$ cat config.mk
export PLATFORM = sky130hd
export DESIGN_NAME = vtx_sequencer_flat
export DESIGN_NICKNAME = d
export VERILOG_FILES = /design/src/rtl/vtx_sequencer_pkg.sv /design/src/rtl/vtx_sequencer_if.sv /design/src/rtl/vtx_sequencer_pix_fifo.sv /design/src/rtl/vtx_sequencer.sv /design/src/flat_wrapper.sv
export SDC_FILE = /design/constraint.sdc
export NUM_CORES = 1
export LEC_CHECK = 0
export CORE_MARGIN = 4
export CORE_UTILIZATION = 35
export CTS_BUF_LIST = sky130_fd_sc_hd__clkbuf_2 sky130_fd_sc_hd__clkbuf_4 sky130_fd_sc_hd__clkbuf_8
export DETAILED_ROUTE_END_ITERATION = 8
export GPL_TIMING_DRIVEN = 0
export PLACE_DENSITY = 0.59
export SLEW_MARGIN = 20
export SYNTH_ARGS = -nofsm -noshare
export SYNTH_HDL_FRONTEND = slang
export SYNTH_HIERARCHICAL = 1
export SYNTH_SLANG_ARGS = --single-unit
$ cat constraint.sdc
create_clock -name iClock -period 4.1 [get_ports iClock]
set_input_delay 0.41 -clock iClock [delete_from_list [all_inputs] [get_ports iClock]]
set_output_delay 0.41 -clock iClock [all_outputs]
set_load 0.05 [all_outputs]
$ cat src/rtl/vtx_sequencer_pkg.sv
// Shared definitions for the vertex sequencer: coordinate width, default
// parameters, FSM state encoding and the packed pixel record held in the FIFO.
package vtx_sequencer_pkg;

    localparam int COORD_W        = 16;
    localparam int PIPE_LAT_DEF   = 4;
    localparam int FIFO_DEPTH_DEF = 8;
    localparam int CNT_W_DEF      = 8;
    localparam int PIX_W          = 2 * COORD_W + 1;

    typedef enum logic [1:0] {
        ST_IDLE     = 2'd0,
        ST_WAIT_VTX = 2'd1,
        ST_SETTLE   = 2'd2,
        ST_CAPTURE  = 2'd3
    } seq_state_e;

    typedef struct packed {
        logic               last;
        logic [COORD_W-1:0] y;
        logic [COORD_W-1:0] x;
    } pix_t;

endpackage

$ cat src/rtl/vtx_sequencer_if.sv
// Bundle of every non-clock/reset signal of the vertex sequencer.
//   slave  : sequencer side (inputs from mem_mgr, graphics_pipeline, rasteriser)
//   master : environment side (drives mem_mgr/pipeline/rasteriser signals)
interface vtx_sequencer_if
    import vtx_sequencer_pkg::*;
#(
    parameter int CNT_W = CNT_W_DEF
);
    logic               iEnable;
    logic               iInitObj;
    logic [CNT_W-1:0]   iVtxCount;
    logic               iInitVtx;
    logic [COORD_W-1:0] iVertexX, iVertexY, iVertexZ;
    logic               oVtxReady;
    logic [COORD_W-1:0] oPipeVertexX, oPipeVertexY, oPipeVertexZ;
    logic [COORD_W-1:0] iPipeX, iPipeY;
    logic               iPipeExc;
    logic               oPixValid;
    logic               iPixReady;
    logic [COORD_W-1:0] oPixX, oPixY;
    logic               oPixLast;
    logic               oObjDone;
    logic               oBusy;
    logic [CNT_W-1:0]   oExcCount;
    logic               oOverrun;

    modport slave (
        input  iEnable, iInitObj, iVtxCount, iInitVtx, iVertexX, iVertexY, iVertexZ,
               iPipeX, iPipeY, iPipeExc, iPixReady,
        output oVtxReady, oPipeVertexX, oPipeVertexY, oPipeVertexZ,
               oPixValid, oPixX, oPixY, oPixLast, oObjDone, oBusy, oExcCount, oOverrun
    );

    modport master (
        output iEnable, iInitObj, iVtxCount, iInitVtx, iVertexX, iVertexY, iVertexZ,
               iPipeX, iPipeY, iPipeExc, iPixReady,
        input  oVtxReady, oPipeVertexX, oPipeVertexY, oPipeVertexZ,
               oPixValid, oPixX, oPixY, oPixLast, oObjDone, oBusy, oExcCount, oOverrun
    );
endinterface

$ cat src/rtl/vtx_sequencer_pix_fifo.sv
// Show-ahead synchronous FIFO for projected pixels.
//   clk_i, rst_n_i : clock, async active-low reset
//   push_i, data_i : write side (no bypass: data visible the cycle after push)
//   pop_i          : consume head; ignored when empty
//   data_o         : head entry, forced to zero while empty
//   empty_o        : no entries
//   count_o        : number of stored entries
module vtx_sequencer_pix_fifo #(
    parameter int WIDTH = 33,
    parameter int DEPTH = 8,
    localparam int AW   = $clog2(DEPTH),
    localparam int CW   = AW + 1
) (
    input  logic             clk_i,
    input  logic             rst_n_i,
    input  logic             push_i,
    input  logic [WIDTH-1:0] data_i,
    input  logic             pop_i,
    output logic [WIDTH-1:0] data_o,
    output logic             empty_o,
    output logic [CW-1:0]    count_o
);
    logic [WIDTH-1:0] mem_q [DEPTH];
    logic [AW-1:0]    wr_ptr_q, wr_ptr_d, rd_ptr_q, rd_ptr_d;
    logic [CW-1:0]    count_q, count_d;
    logic             do_pop;
    logic             full;

    assign empty_o = (count_q == '0);
    assign full    = (count_q == CW'(DEPTH));
    assign do_pop  = pop_i && !empty_o;
    assign count_o = count_q;
    assign data_o  = empty_o ? '0 : mem_q[rd_ptr_q];

    always_comb begin
        wr_ptr_d = wr_ptr_q;
        rd_ptr_d = rd_ptr_q;
        count_d  = count_q;
        if (push_i) wr_ptr_d = wr_ptr_q + 1'b1;
        if (do_pop) rd_ptr_d = rd_ptr_q + 1'b1;
        if (push_i && !do_pop)      count_d = count_q + 1'b1;
        else if (!push_i && do_pop) count_d = count_q - 1'b1;
    end

    always_ff @(posedge clk_i or negedge rst_n_i) begin
        if (!rst_n_i) begin
            wr_ptr_q <= '0;
            rd_ptr_q <= '0;
            count_q  <= '0;
        end else begin
            wr_ptr_q <= wr_ptr_d;
            rd_ptr_q <= rd_ptr_d;
            count_q  <= count_d;
        end
    end

    always_ff @(posedge clk_i) begin
        if (push_i) mem_q[wr_ptr_q] <= data_i;
    end

    // The sequencer reserves a slot before accepting a vertex, so a push
    // into a full FIFO means the reservation logic is broken.
    a_no_push_full: assert property (@(posedge clk_i) disable iff (!rst_n_i) !(push_i && full));

endmodule

$ cat src/rtl/vtx_sequencer.sv
// Vertex sequencer between mem_mgr and graphics_pipeline.
// Accepts one vertex at a time, holds it on oPipeVertex* for PIPE_LAT cycles,
// then captures the projected X/Y into a pixel FIFO (or counts an exception).
//   iClock, iReset : clock, async active-low reset
//   bus (slave)    : mem_mgr handshake, pipeline vertex/result, pixel stream, status
//
// state       | meaning
// ST_IDLE     | no object active; waits for iInitObj
// ST_WAIT_VTX | object active; oVtxReady offered when a FIFO slot is free
// ST_SETTLE   | vertex held, waiting PIPE_LAT cycles for pipeline result
// ST_CAPTURE  | sample pipeline result, push pixel or count exception
module vtx_sequencer
    import vtx_sequencer_pkg::*;
#(
    parameter int PIPE_LAT   = PIPE_LAT_DEF,
    parameter int FIFO_DEPTH = FIFO_DEPTH_DEF,
    parameter int CNT_W      = CNT_W_DEF
) (
    input logic           iClock,
    input logic           iReset,
    vtx_sequencer_if.slave bus
);
    localparam int LAT_W = (PIPE_LAT > 1) ? $clog2(PIPE_LAT) : 1;
    localparam int FCW   = $clog2(FIFO_DEPTH) + 1;

    seq_state_e         state_q, state_d;
    logic [LAT_W-1:0]   lat_cnt_q, lat_cnt_d;
    logic [CNT_W-1:0]   remaining_q, remaining_d;
    logic [CNT_W-1:0]   exc_cnt_q, exc_cnt_d;
    logic               overrun_q, overrun_d;
    logic               obj_done_q, obj_done_d;
    logic [COORD_W-1:0] vtx_x_q, vtx_x_d, vtx_y_q, vtx_y_d, vtx_z_q, vtx_z_d;

    logic               vtx_ready;
    logic               push;
    pix_t               push_pix, head_pix;
    logic [PIX_W-1:0]   head_raw;
    logic               fifo_empty;
    logic [FCW-1:0]     fifo_count;

    assign vtx_ready = (state_q == ST_WAIT_VTX) && bus.iEnable && (fifo_count < FCW'(FIFO_DEPTH));

    always_comb begin
        state_d       = state_q;
        lat_cnt_d     = lat_cnt_q;
        remaining_d   = remaining_q;
        exc_cnt_d     = exc_cnt_q;
        overrun_d     = overrun_q;
        obj_done_d    = 1'b0;
        vtx_x_d       = vtx_x_q;
        vtx_y_d       = vtx_y_q;
        vtx_z_d       = vtx_z_q;
        push          = 1'b0;
        push_pix.last = (remaining_q == CNT_W'(1));
        push_pix.y    = bus.iPipeY;
        push_pix.x    = bus.iPipeX;

        if (bus.iInitVtx && !vtx_ready)             overrun_d = 1'b1;
        if (bus.iInitObj && (state_q != ST_IDLE))  overrun_d = 1'b1;

        // Dropping iEnable aborts the object silently; queued pixels remain.
        if ((state_q != ST_IDLE) && !bus.iEnable) begin
            state_d = ST_IDLE;
        end else begin
            case (state_q)
                ST_IDLE: begin
                    if (bus.iEnable && bus.iInitObj) begin
                        if (bus.iVtxCount == '0) begin
                            obj_done_d = 1'b1;
                        end else begin
                            remaining_d = bus.iVtxCount;
                            state_d     = ST_WAIT_VTX;
                        end
                    end
                end
                ST_WAIT_VTX: begin
                    if (bus.iInitVtx && vtx_ready) begin
                        vtx_x_d   = bus.iVertexX;
                        vtx_y_d   = bus.iVertexY;
                        vtx_z_d   = bus.iVertexZ;
                        lat_cnt_d = LAT_W'(PIPE_LAT - 1);
                        state_d   = ST_SETTLE;
                    end
                end
                ST_SETTLE: begin
                    if (lat_cnt_q == '0) state_d = ST_CAPTURE;
                    else                 lat_cnt_d = lat_cnt_q - 1'b1;
                end
                ST_CAPTURE: begin
                    if (bus.iPipeExc) begin
                        if (exc_cnt_q != '1) exc_cnt_d = exc_cnt_q + 1'b1;
                    end else begin
                        push = 1'b1;
                    end
                    remaining_d = remaining_q - 1'b1;
                    if (remaining_q == CNT_W'(1)) begin
                        obj_done_d = 1'b1;
                        state_d    = ST_IDLE;
                    end else begin
                        state_d = ST_WAIT_VTX;
                    end
                end
                default: state_d = ST_IDLE;
            endcase
        end
    end

    always_ff @(posedge iClock or negedge iReset) begin
        if (!iReset) begin
            state_q     <= ST_IDLE;
            lat_cnt_q   <= '0;
            remaining_q <= '0;
            exc_cnt_q   <= '0;
            overrun_q   <= 1'b0;
            obj_done_q  <= 1'b0;
            vtx_x_q     <= '0;
            vtx_y_q     <= '0;
            vtx_z_q     <= '0;
        end else begin
            state_q     <= state_d;
            lat_cnt_q   <= lat_cnt_d;
            remaining_q <= remaining_d;
            exc_cnt_q   <= exc_cnt_d;
            overrun_q   <= overrun_d;
            obj_done_q  <= obj_done_d;
            vtx_x_q     <= vtx_x_d;
            vtx_y_q     <= vtx_y_d;
            vtx_z_q     <= vtx_z_d;
        end
    end

    vtx_sequencer_pix_fifo #(
        .WIDTH (PIX_W),
        .DEPTH (FIFO_DEPTH)
    ) u_pix_fifo (
        .clk_i   (iClock),
        .rst_n_i (iReset),
        .push_i  (push),
        .data_i  (push_pix),
        .pop_i   (bus.iPixReady),
        .data_o  (head_raw),
        .empty_o (fifo_empty),
        .count_o (fifo_count)
    );

    assign head_pix         = head_raw;
    assign bus.oVtxReady    = vtx_ready;
    assign bus.oPipeVertexX = vtx_x_q;
    assign bus.oPipeVertexY = vtx_y_q;
    assign bus.oPipeVertexZ = vtx_z_q;
    assign bus.oPixValid    = !fifo_empty;
    assign bus.oPixX        = head_pix.x;
    assign bus.oPixY        = head_pix.y;
    assign bus.oPixLast     = head_pix.last;
    assign bus.oObjDone     = obj_done_q;
    assign bus.oBusy        = (state_q != ST_IDLE);
    assign bus.oExcCount    = exc_cnt_q;
    assign bus.oOverrun     = overrun_q;

endmodule
$ cat src/flat_wrapper.sv
// flat-port wrapper written by rule: the top's interface ports become plain ports
module vtx_sequencer_flat import vtx_sequencer_pkg::*;
#(
    parameter int PIPE_LAT   = PIPE_LAT_DEF,
    parameter int FIFO_DEPTH = FIFO_DEPTH_DEF,
    parameter int CNT_W      = CNT_W_DEF
)
  (iClock, iReset, bus_iEnable, bus_iInitObj, bus_iVtxCount, bus_iInitVtx, bus_iVertexX, bus_iVertexY, bus_iVertexZ, bus_iPipeX, bus_iPipeY, bus_iPipeExc, bus_iPixReady, bus_oVtxReady, bus_oPipeVertexX, bus_oPipeVertexY, bus_oPipeVertexZ, bus_oPixValid, bus_oPixX, bus_oPixY, bus_oPixLast, bus_oObjDone, bus_oBusy, bus_oExcCount, bus_oOverrun);
  vtx_sequencer_if #(.CNT_W(CNT_W)) bus_i ();
  input logic iClock;
  input logic iReset;
  input wire logic [$bits(bus_i.iEnable)-1:0] bus_iEnable;
  input wire logic [$bits(bus_i.iInitObj)-1:0] bus_iInitObj;
  input wire logic [$bits(bus_i.iVtxCount)-1:0] bus_iVtxCount;
  input wire logic [$bits(bus_i.iInitVtx)-1:0] bus_iInitVtx;
  input wire logic [$bits(bus_i.iVertexX)-1:0] bus_iVertexX;
  input wire logic [$bits(bus_i.iVertexY)-1:0] bus_iVertexY;
  input wire logic [$bits(bus_i.iVertexZ)-1:0] bus_iVertexZ;
  input wire logic [$bits(bus_i.iPipeX)-1:0] bus_iPipeX;
  input wire logic [$bits(bus_i.iPipeY)-1:0] bus_iPipeY;
  input wire logic [$bits(bus_i.iPipeExc)-1:0] bus_iPipeExc;
  input wire logic [$bits(bus_i.iPixReady)-1:0] bus_iPixReady;
  output wire logic [$bits(bus_i.oVtxReady)-1:0] bus_oVtxReady;
  output wire logic [$bits(bus_i.oPipeVertexX)-1:0] bus_oPipeVertexX;
  output wire logic [$bits(bus_i.oPipeVertexY)-1:0] bus_oPipeVertexY;
  output wire logic [$bits(bus_i.oPipeVertexZ)-1:0] bus_oPipeVertexZ;
  output wire logic [$bits(bus_i.oPixValid)-1:0] bus_oPixValid;
  output wire logic [$bits(bus_i.oPixX)-1:0] bus_oPixX;
  output wire logic [$bits(bus_i.oPixY)-1:0] bus_oPixY;
  output wire logic [$bits(bus_i.oPixLast)-1:0] bus_oPixLast;
  output wire logic [$bits(bus_i.oObjDone)-1:0] bus_oObjDone;
  output wire logic [$bits(bus_i.oBusy)-1:0] bus_oBusy;
  output wire logic [$bits(bus_i.oExcCount)-1:0] bus_oExcCount;
  output wire logic [$bits(bus_i.oOverrun)-1:0] bus_oOverrun;
  assign bus_i.iEnable = bus_iEnable;
  assign bus_i.iInitObj = bus_iInitObj;
  assign bus_i.iVtxCount = bus_iVtxCount;
  assign bus_i.iInitVtx = bus_iInitVtx;
  assign bus_i.iVertexX = bus_iVertexX;
  assign bus_i.iVertexY = bus_iVertexY;
  assign bus_i.iVertexZ = bus_iVertexZ;
  assign bus_i.iPipeX = bus_iPipeX;
  assign bus_i.iPipeY = bus_iPipeY;
  assign bus_i.iPipeExc = bus_iPipeExc;
  assign bus_i.iPixReady = bus_iPixReady;
  assign bus_oVtxReady = bus_i.oVtxReady;
  assign bus_oPipeVertexX = bus_i.oPipeVertexX;
  assign bus_oPipeVertexY = bus_i.oPipeVertexY;
  assign bus_oPipeVertexZ = bus_i.oPipeVertexZ;
  assign bus_oPixValid = bus_i.oPixValid;
  assign bus_oPixX = bus_i.oPixX;
  assign bus_oPixY = bus_i.oPixY;
  assign bus_oPixLast = bus_i.oPixLast;
  assign bus_oObjDone = bus_i.oObjDone;
  assign bus_oBusy = bus_i.oBusy;
  assign bus_oExcCount = bus_i.oExcCount;
  assign bus_oOverrun = bus_i.oOverrun;
  vtx_sequencer #(.PIPE_LAT(PIPE_LAT), .FIFO_DEPTH(FIFO_DEPTH), .CNT_W(CNT_W)) u_core (.iClock(iClock), .iReset(iReset), .bus(bus_i));
endmodule
After elaboration in Yosys (flattened, before gate mapping)
Memory sizes are Yosys's and may differ from the RTL's.
Cells that the tools add are included.
- flip-flop bits (word level): 80
- bits in latches: 0
- RAM bits: 264
- memory bits (read-only): 0
- input bits: 95
- logic and storage cells: 92
- memories kept: 1
- add/sub/neg operators: 7
- multipliers: 0
- divide/modulo/power cells: 0
- magnitude comparators: 1
- equality and inequality tests: 13
- shifts and indexed selects: 0
- muxes and demuxes: 28
- bitwise gates (word level): 1
- reductions and logical operators: 29
- memories (name ; depth ; bits a word ; read ports ; clocked after memory_dff ; wr ports ; RTL line ; source):
    u_core.u_pix_fifo.mem_q ; 8 ; 33 ; 1 ; 0 ; 1 ; vtx_sequencer_pix_fifo.sv:23 ; logic [WIDTH-1:0] mem_q [DEPTH];
- operator list (operator ; count):
    $mux 33 ; 1
    $mux 8 ; 2
    $pmux 8 s2 ; 1
    $reduce_and 4->1 ; 4
    $mux 2 ; 7
    $mux 1 ; 12
    $logic_and 1x1->1 ; 10
    $reduce_bool 2->1 ; 5
    $add 8x1->8 const B ; 1
    $eq 8x1->1 const B ; 1
    $logic_not 8->1 ; 1
    $mux 4 ; 2
    $ne 8x8->1 const B ; 1
    $pmux 2 s4 ; 1
    $sub 8x1->8 const B ; 1
    $add 3x1->3 const B ; 2
    $ne 2x2->1 const B ; 3
    $ne 3x1->1 const B ; 2
    $logic_not 1->1 ; 5
    $add 4x1->4 const B ; 1
    $eq 2x2->1 const B ; 2
    $logic_not 2->1 ; 2
    $logic_not 4->1 ; 1
    $lt 4x4->1 const B ; 1
    10 further kinds ; 10

Logic depth before layout (Yosys ltp)
- depth after elaboration: 7
- depth in mapped cells: 11
- depth with buffers taken out: 10

Cells and area by module
The synthesis kept the hierarchy.
- by module, submodules not included (module ; instances ; cells an instance ; area an instance (µm²) ; seq. area each (µm²)):
    vtx_sequencer_pix_fifo ; 1 ; 447 ; 10470.0 ; 8177.8
    vtx_sequencer ; 1 ; 248 ; 3214.3 ; 1751.7

Worst setup path before layout
OpenSTA, ideal clock, no wires.
- kind: flip-flop to flip-flop
- start point: register u_core.state_q[0]
- end point: memory u_core.u_pix_fifo.mem_q[0][0], enable pin
- library setup time: 0.464 ns
- data arrival time: 3.678 ns
- setup slack: -0.042 ns
- cell stages (with the launch flop): 8
- clock period less this slack: 4.142 ns
- path through: dfrtp_1 -> inv_1 -> ha_1 -> buf_6 -> o21ai_0 -> nor2_1 -> nand2b_1 -> nor3_1
- word-level cells in the longest chain between the ends: 5
- elaborated cells on any way between the ends: 7
- those cells by class: 1 x eq/ne; 4 x mux; 2 x reduce/logical
- RTL lines (item ; RTL line ; source):
    start: declaration ; vtx_sequencer.sv:26 ; seq_state_e state_q, state_d;
    start signal: assignment ; vtx_sequencer.sv:120 ; state_q <= state_d;
    $eq 2x2->1 or $reduce_bool 2->1 (tied branches) ; vtx_sequencer.sv:65, vtx_sequencer.sv:62 ;
    $mux 1 or $logic_and 1x1->1 (tied branches) ; vtx_sequencer.sv:65, vtx_sequencer.sv:62 ;
    $mux 1 * ; vtx_sequencer.sv:62 ; if ((state_q != ST_IDLE) && !bus.iEnable) begin
    named net u_core.push ; vtx_sequencer.sv:35 ; logic push;
    $mux 1 * ; vtx_sequencer_pix_fifo.sv:58 ; if (push_i) mem_q[wr_ptr_q] <= data_i;
    $mux 1 (implied by the code) * ; vtx_sequencer_pix_fifo.sv:58 ;
    end: declaration ; vtx_sequencer_pix_fifo.sv:23 ;
Mark *: on every way through the listed nets, which the timed path passes. The rest lies on a longest branch.

Worst setup path after layout
- start point: register u_core.u_pix_fifo.count_q[3] (netlist: u_core/u_pix_fifo/count_o[3])
- end point: output port bus_oPixY[0]
- word-level cells in the longest chain between the ends: 2
- RTL lines (item ; RTL line ; source):
    start: declaration ; vtx_sequencer_pix_fifo.sv:25 ; logic [CW-1:0] count_q, count_d;
    start signal: assignment ; vtx_sequencer_pix_fifo.sv:53 ; count_q <= count_d;
    $logic_not 4->1 ; vtx_sequencer_pix_fifo.sv:29 ; assign empty_o = (count_q == '0);
    named net u_core.fifo_empty ; vtx_sequencer.sv:38 ; logic fifo_empty;
    $mux 33 ; vtx_sequencer_pix_fifo.sv:33 ; assign data_o = empty_o ? '0 : mem_q[rd_ptr_q];
    end: declaration ; flat_wrapper.sv:29 ; output wire logic [$bits(bus_i.oPixY)-1:0] bus_oPixY;
The timed path passes the listed nets, and every way through them passes these cells.

==> out/summary.log <==
INFO  cts            clock_tree.root_cell=sky130_fd_sc_hd__clkbuf_8
INFO  job            cap_violations=0
INFO  setup_path     crit_path_max_fanout=10
INFO  setup_path     start_kind=flip-flop
INFO  logic_synthesis ys.flop_type=sky130_fd_sc_hd__edfxtp_1
INFO  global_routing grt_overflow_total=0
INFO  cells_and_area layout.cells.most_common_list=264 x sky130_fd_sc_hd__edfxtp_1, 186 x sky130_fd_sc_hd__clkdlybuf4s50_1, 80 x sky130_fd_sc_hd__dfrtp_1
INFO  floorplanning  die_width=205.7um
INFO  floorplanning  chipHeight=205.7um
INFO  cts            cts_tree=done
INFO  logic_synthesis netlist_instances=695
INFO  setup_path     max_stage_delay=810ps
INFO  sta            fin_skew=24.68ps
INFO  sta            layout_setup_ws=191.9ps
INFO  sta            endpoints_failing_hold=0
INFO  cells_and_area layout.cells.non_filler=1525
INFO  sta            timing.fmax=0.2559GHz
INFO  cells_and_area final_design_area_no_fill=17770um^2
INFO  place          post-place-ws=709.6ps
INFO  cts            tritoncts_buffers=57
INFO  power          clock_power_share=22.5%
INFO  setup_path     slowest_stage=sky130_fd_sc_hd__clkdlybuf4s50_1
INFO  place          port_buffers=187
INFO  routing        wl_per_cell=21.12um
INFO  power          ir_drop_worst_case_vdd=0.0004254V
INFO  place          dp_cells=1415
INFO  cts            post_cts_buffers=0
INFO  power          total_switching_power=0.005318W
INFO  power          p_sw_share=39.17%
INFO  routing        detail_route.drc_violations=0
INFO  cells_and_area final_common_cell=sky130_fd_sc_hd__edfxtp_1
INFO  routing        post_drt_via_cell_ratio=4.919
INFO  power          power_density_over_cell_area=764.2nW/um^2
INFO  power          power.leakage=6.196nW
INFO  logic_synthesis netlist_area=13680um^2
INFO  logic_synthesis asyncSetResetFlopFracSynth=23.26%
INFO  routing        detail-route-antenna-nets=0
INFO  place          detailed_place_hpwl=20.92mm
INFO  sta            final_min_period_over_clock_period=95.32%
INFO  place          place_area=16590um^2
INFO  routing        drt_iter0_markers=349
INFO  floorplanning  core=38650um^2
INFO  logic_synthesis ys_seq_elements=344
INFO  power          p_int=0.008260W
INFO  logic_synthesis seq_total_area_yosys=72.56%
INFO  global_routing initial_antenna_violation_count=1
INFO  floorplanning  ioPinCount=189
INFO  cts            clk_pin_slew=70ps
INFO  global_routing grt_pass1_wl=48.89mm
INFO  place          place.gp.congestion=0.7773
INFO  setup_path     timing.critical_path.buf_inv=3
INFO  sta            maxSlewViolCount=0
INFO  cts            clockBufferDepth=3
INFO  setup_path     critPathKind=reg -> out
INFO  routing        detail_route.first_pass.iterations=4
INFO  power          finalPower=0.01358W
INFO  cts            clkLatencyLatePin=640ps
INFO  sta            tightestPinTransition=828.5ps
INFO  setup_path     timing.critical_path.cells=or4_4, inv_1, nor2_1, clkbuf_1, a22o_1, clkdlybuf4s50_1
INFO  global_routing maximum_number_of_pins_on_one_net_before_global_route_repair=42
INFO  global_routing first_global_vias=8122
INFO  floorplanning  die_outline_area=42320um^2
INFO  cells_and_area area_growth=29.83%
INFO  routing        dr_total_vias=7502
INFO  logic_synthesis synth_enable_flop_cells=264
INFO  cells_and_area drive_above_1_share=26.97%
INFO  logic_synthesis yosysUniqueCellTypes=58
INFO  logic_synthesis yosys_synthesis_warning_count=6
INFO  cells_and_area finalNetCount=1066
INFO  floorplanning  fp-row-count=72
INFO  cts            cts_sinks=344
INFO  sta            setup_viol=0
INFO  setup_path     worst_setup_path_end_kind=output port
INFO  setup_path     cp_top_family=buffers and inverters
INFO  setup_path     critPathRequiredTime=3690ps
INFO  cells_and_area final_core_util=45.97%
INFO  sta            finalCriticalPeriod=3908ps
INFO  hold_path      tightest_hold_check_type=in -> reg
INFO  sta            slew_headroom=44.77%
INFO  logic_synthesis per_instance_average_area_after_synthesis=19.69um^2
INFO  power          seq_power_share=33.1%
INFO  setup_path     critPathArrivalTime=3500ps
INFO  routing        totalWireLength=32.21mm
INFO  cts            htree_levels=2
INFO  sta            rsz0062_at_grt=false
INFO  outcome        status=finished clean
INFO  global_routing groute.usage.overall=15.33%
INFO  power          part_of_the_total_power_dissipated_in_combinational_logic=44.4%
INFO  logic_synthesis syn_nets=804
INFO  floorplanning  initial_utilization=35.41%
-- registers in the layout (all words and copies together) (netlist names), 3 cells and up --
| signal | count |
|---|---|
| u_core/bus.oPipeVertexY | 16 |
| u_core/u_pix_fifo/count_o | 4 |
| u_core/bus.oPipeVertexX | 16 |
| u_core/u_pix_fifo/wr_ptr_q | 3 |
| u_core/bus.oExcCount | 8 |
| u_core/u_pix_fifo/mem_q | 264 |
| u_core/remaining_q | 8 |
| u_core/bus.oPipeVertexZ | 16 |
| u_core/u_pix_fifo/rd_ptr_q | 3 |
-- what timing repair did --
action                                 4_1_cts  5_1_grt
hold buffers                                 1        0
setup endpoints to repair                    2        0
gates resized for setup                      1        0
endpoints found under the hold margin       40        0
-- worst min-delay path, cell delays in order --
cell	delay [ps]
sky130_fd_sc_hd__clkbuf_2	140
sky130_fd_sc_hd__nand3_1	150
sky130_fd_sc_hd__or2_2	130
sky130_fd_sc_hd__a21oi_2	50
-- per-layer routing --
| layer | up-vias | share of wire [%] | GRT usage [%] |
|---|---|---|---|
| li1 | 3358 | - | - |
| met2 | 264 | 48 | 24.81 |
| met3 | 60 | 8.8 | 5.942 |
| met1 | 3818 | 41 | 19.41 |
| met4 | 2 | 2.0 | 4.091 |
| met5 | - | 0.025 | 0 |
-- power by group through the flow --
stage	Combinational (W)	Sequential (W)	Clock, W
finish	0.00603	0.00450	0.00305
global route	0.00639	0.00455	0.00333
CTS	0.00613	0.00450	0.00316
detailed placement	0.00610	0.00456	0
global placement	0.00603	0.00454	0
floorplan	0.00327	0.00538	0
-- cell type report --
type	instances	area, um^2
Clock buffer	82	984.7
Tap cell	518	648.1
Antenna cell	2	5.005
Inverter	14	52.55
Sequential cell	344	9930
Buffer	34	227.7
Timing Repair Buffer	203	2200
Clock inverter	25	176.4
Multi-Input combinational cell	303	3543
Fill cell	3314	20880
-- synthesized netlist by cell type (6+ instances only) --
master / n / area [um^2]
sky130_fd_sc_hd__a21oi_1: 6 / 30.03
sky130_fd_sc_hd__a22o_1: 31 / 271.5
sky130_fd_sc_hd__buf_2: 14 / 70.07
sky130_fd_sc_hd__clkbuf_1: 7 / 26.28
sky130_fd_sc_hd__dfrtp_1: 80 / 2002
sky130_fd_sc_hd__edfxtp_1: 264 / 7928
sky130_fd_sc_hd__ha_1: 13 / 162.7
sky130_fd_sc_hd__inv_1: 14 / 52.55
sky130_fd_sc_hd__mux2_2: 56 / 630.6
sky130_fd_sc_hd__mux4_2: 66 / 1486
sky130_fd_sc_hd__nand2_1: 18 / 67.56
sky130_fd_sc_hd__nand3_1: 9 / 45.04
sky130_fd_sc_hd__nor2_1: 10 / 37.54
sky130_fd_sc_hd__o21ai_0: 12 / 60.06
sky130_fd_sc_hd__xnor2_1: 9 / 78.83
-- metrics by stage --
step           hold WS (ps)  TNS, ps
3_3_place_gp          472.0  -303160
2_1_floorplan         114.4        0
4_1_cts               210.4        0
6_report              277.8        0
3_5_place_dp          456.6        0
5_1_grt               265.6        0
-- worst paths after layout --
path                                              startpoint                      endpoint  slack [ps]  cells after the start
worst max-delay path            u_core/u_pix_fifo/count_o[3]                  bus_oPixY[0]         190                      6
worst min-delay path                             bus_iEnable           u_core/bus.oObjDone         280                      4
worst max register to register             u_core/state_q[0]  u_core/u_pix_fifo/count_o[3]         920                     11
worst min register to register           u_core/bus.oOverrun           u_core/bus.oOverrun         490                      2
max in group asynchronous                             iReset   u_core/bus.oPipeVertexX[12]        3140                      3
min in group asynchronous                             iReset       u_core/bus.oExcCount[2]         310                      2
-- kinds of logic (layout without fill, tap and decap cells) --
logic type / count (synthesis) / in the layout / share of synthesized area, %
DFF: 344 / 344 / 72.56
buffers and inverters: 48 / 358 / 2.039
adders and majority gates: 14 / 14 / 1.335
AOI/OAI and AO/OA: 81 / 81 / 4.645
muxes: 126 / 126 / 15.76
and+or+nand+nor: 69 / 69 / 2.825
other: 0 / 2 / 0
xor gates and xnor gates: 13 / 13 / 0.8320
Power figures use the tool's default switching activity.
==> RTL change: new RTL, same settings <==
Set the package constant `CNT_W_DEF` to 9 (it was 8).
--- a/src/rtl/vtx_sequencer_pkg.sv
+++ b/src/rtl/vtx_sequencer_pkg.sv
@@ -5,7 +5,7 @@
     localparam int COORD_W        = 16;
     localparam int PIPE_LAT_DEF   = 4;
     localparam int FIFO_DEPTH_DEF = 8;
-    localparam int CNT_W_DEF      = 8;
+    localparam int CNT_W_DEF      = 9;
     localparam int PIX_W          = 2 * COORD_W + 1;
 
     typedef enum logic [1:0] {
Interface: changed (resized bus_iVtxCount and bus_oExcCount); port bits go from 189 to 191. The function was not compared with the original's and may differ.
==> RTL change against the unedited design <==
  * Setup slack improved by 0.10 ns
  * Power rose by 0.80%
  * Final area rose by 0.57%
  * Area after synthesis rose by 0.11%
  * Highest routed layer is now met4
  * Hold slack got worse by 0.099 ns
  * Sequential cell count rose by 2
  * Wire length fell by 1.7%
  * Clock skew fell by 0.0080 ns
==> RTL change: results (changes against the unedited design) <==
outcome complete, no violations (unchanged); Max stage delay on crit path 0.71 ns (was 0.81 ns); XOR/XNOR share of the synthesized area 0.831% (was 0.832%); Clock Tree Buf Depth 3 (unchanged); DRT Pass-1 Iters 5 (was 4); dpl cells 1431 (was 1415); mux contribution to synthesized area 15.5% (was 15.8%); top post-synthesis cells by area edfxtp_1 58%, dfrtp_1 15%, mux4_2 11% (unchanged); met3 WL 2510 um (was 2850 um); sw frac 39.1% (was 39.2%); global-route wire length before repair 48800 um (was 48900 um); worst slew pin tran 0.794 ns (was 0.829 ns); WL met1 14000 um (was 13400 um); CP Data Arrival Time 3.40 ns (was 3.50 ns); Mapped Cells 702 (was 695); vias in the first global route 8231 (was 8122); Vias per Instance 4.93 (was 4.92); nets 1086 (was 1066); Netlist cell types 52 (was 58); largest net degree at the start of global routing 54 (was 42); layout cell share with drive strength beyond 1 27.1% (was 27.0%); routability cong. 0.765 (was 0.777); top sig layer met4 (was met5); CTS Buf Count 59 (was 57); DRT iter0 DRCs 426 (was 349); drt wl/cell 20.6 um (was 21.1 um); VDD IR-drop max 0.496 mV (was 0.425 mV); worst setup margin 0.294 ns (was 0.192 ns); Fillers 3329 (was 3314); pre-CTS setup slack 0.673 ns (was 0.710 ns); Global Route Usage Sum 15.1% (was 15.3%); setup bufs post-CTS 0 (unchanged); Reg power frac 33.0% (was 33.1%); post-synthesis sequential area ratio 72.8% (was 72.6%); Leak 0.00630 uW (was 0.00620 uW); initial antenna violation count 0 (was 1); Worst Skew 0.0167 ns (was 0.0247 ns); Post-synth ARST share 23.7% (was 23.3%); Syn Nets 813 (was 804); post-synthesis adder-cell area fraction 1.42% (was 1.33%); final WL 31700 um (was 32200 um)
RTL change: cell count changes after synthesis, moves of 4 or more:
cell,delta
a21boi_0,-4
a21oi_1,+6
and3_1,+4
nand2_1,-4
nand3_1,-5
nand4_1,+4
nor2_1,+10
o21ai_0,+4
o21ai_1,+4
RTL change: metrics by stage:
| step | TNS [ns] | total power [uW] | hold WS (ns) |
|---|---|---|---|
| 2_1_floorplan | 0 | 8680 | 0.114 |
| 3_3_place_gp | -442.88 | 10600 | 0.462 |
| 3_5_place_dp | 0 | 10700 | 0.391 |
| 4_1_cts | 0 | 13900 | 0.102 |
| 5_1_grt | 0 | 14400 | 0.170 |
| 6_report | 0 | 13700 | 0.179 |
RTL change: worst paths after layout:
| path | startpoint | endpoint | cells after the start |
|---|---|---|---|
| min reg2reg | u_core/u_pix_fifo/wr_ptr_q[2] | u_core/u_pix_fifo/wr_ptr_q[2] | 1 |
| max reg2reg | u_core/state_q[0] | u_core/u_pix_fifo/count_o[3] | 11 |
| min | bus_iEnable | u_core/state_q[1] | 3 |
| min in group asynchronous | iReset | u_core/bus.oPipeVertexX[2] | 2 |
| max in group asynchronous | iReset | u_core/u_pix_fifo/count_o[1] | 3 |
| max | u_core/u_pix_fifo/rd_ptr_q[1] | bus_oPixY[9] | 5 |
RTL change: layer usage:
layer | up-vias | track usage [%]
li1 | 3384 | -
met1 | 3882 | 20.2
met2 | 272 | 23.8
met3 | 43 | 5.25
met4 | 0 | 3.85
met5 | - | 0
RTL change: layout make-up:
type	count	area [um2]	share of cell area (%)
clock buffers	80	1010	5.64
repair buffers	212	2270	12.7
inverters	15	56.3	0.315
well taps	518	648	3.63
diodes	1	2.50	0.0140
flip-flops and latches	346	9980	55.9
plain buffers	33	213	1.19
multi-input cells	308	3510	19.6
clock inverters	25	185	1.04
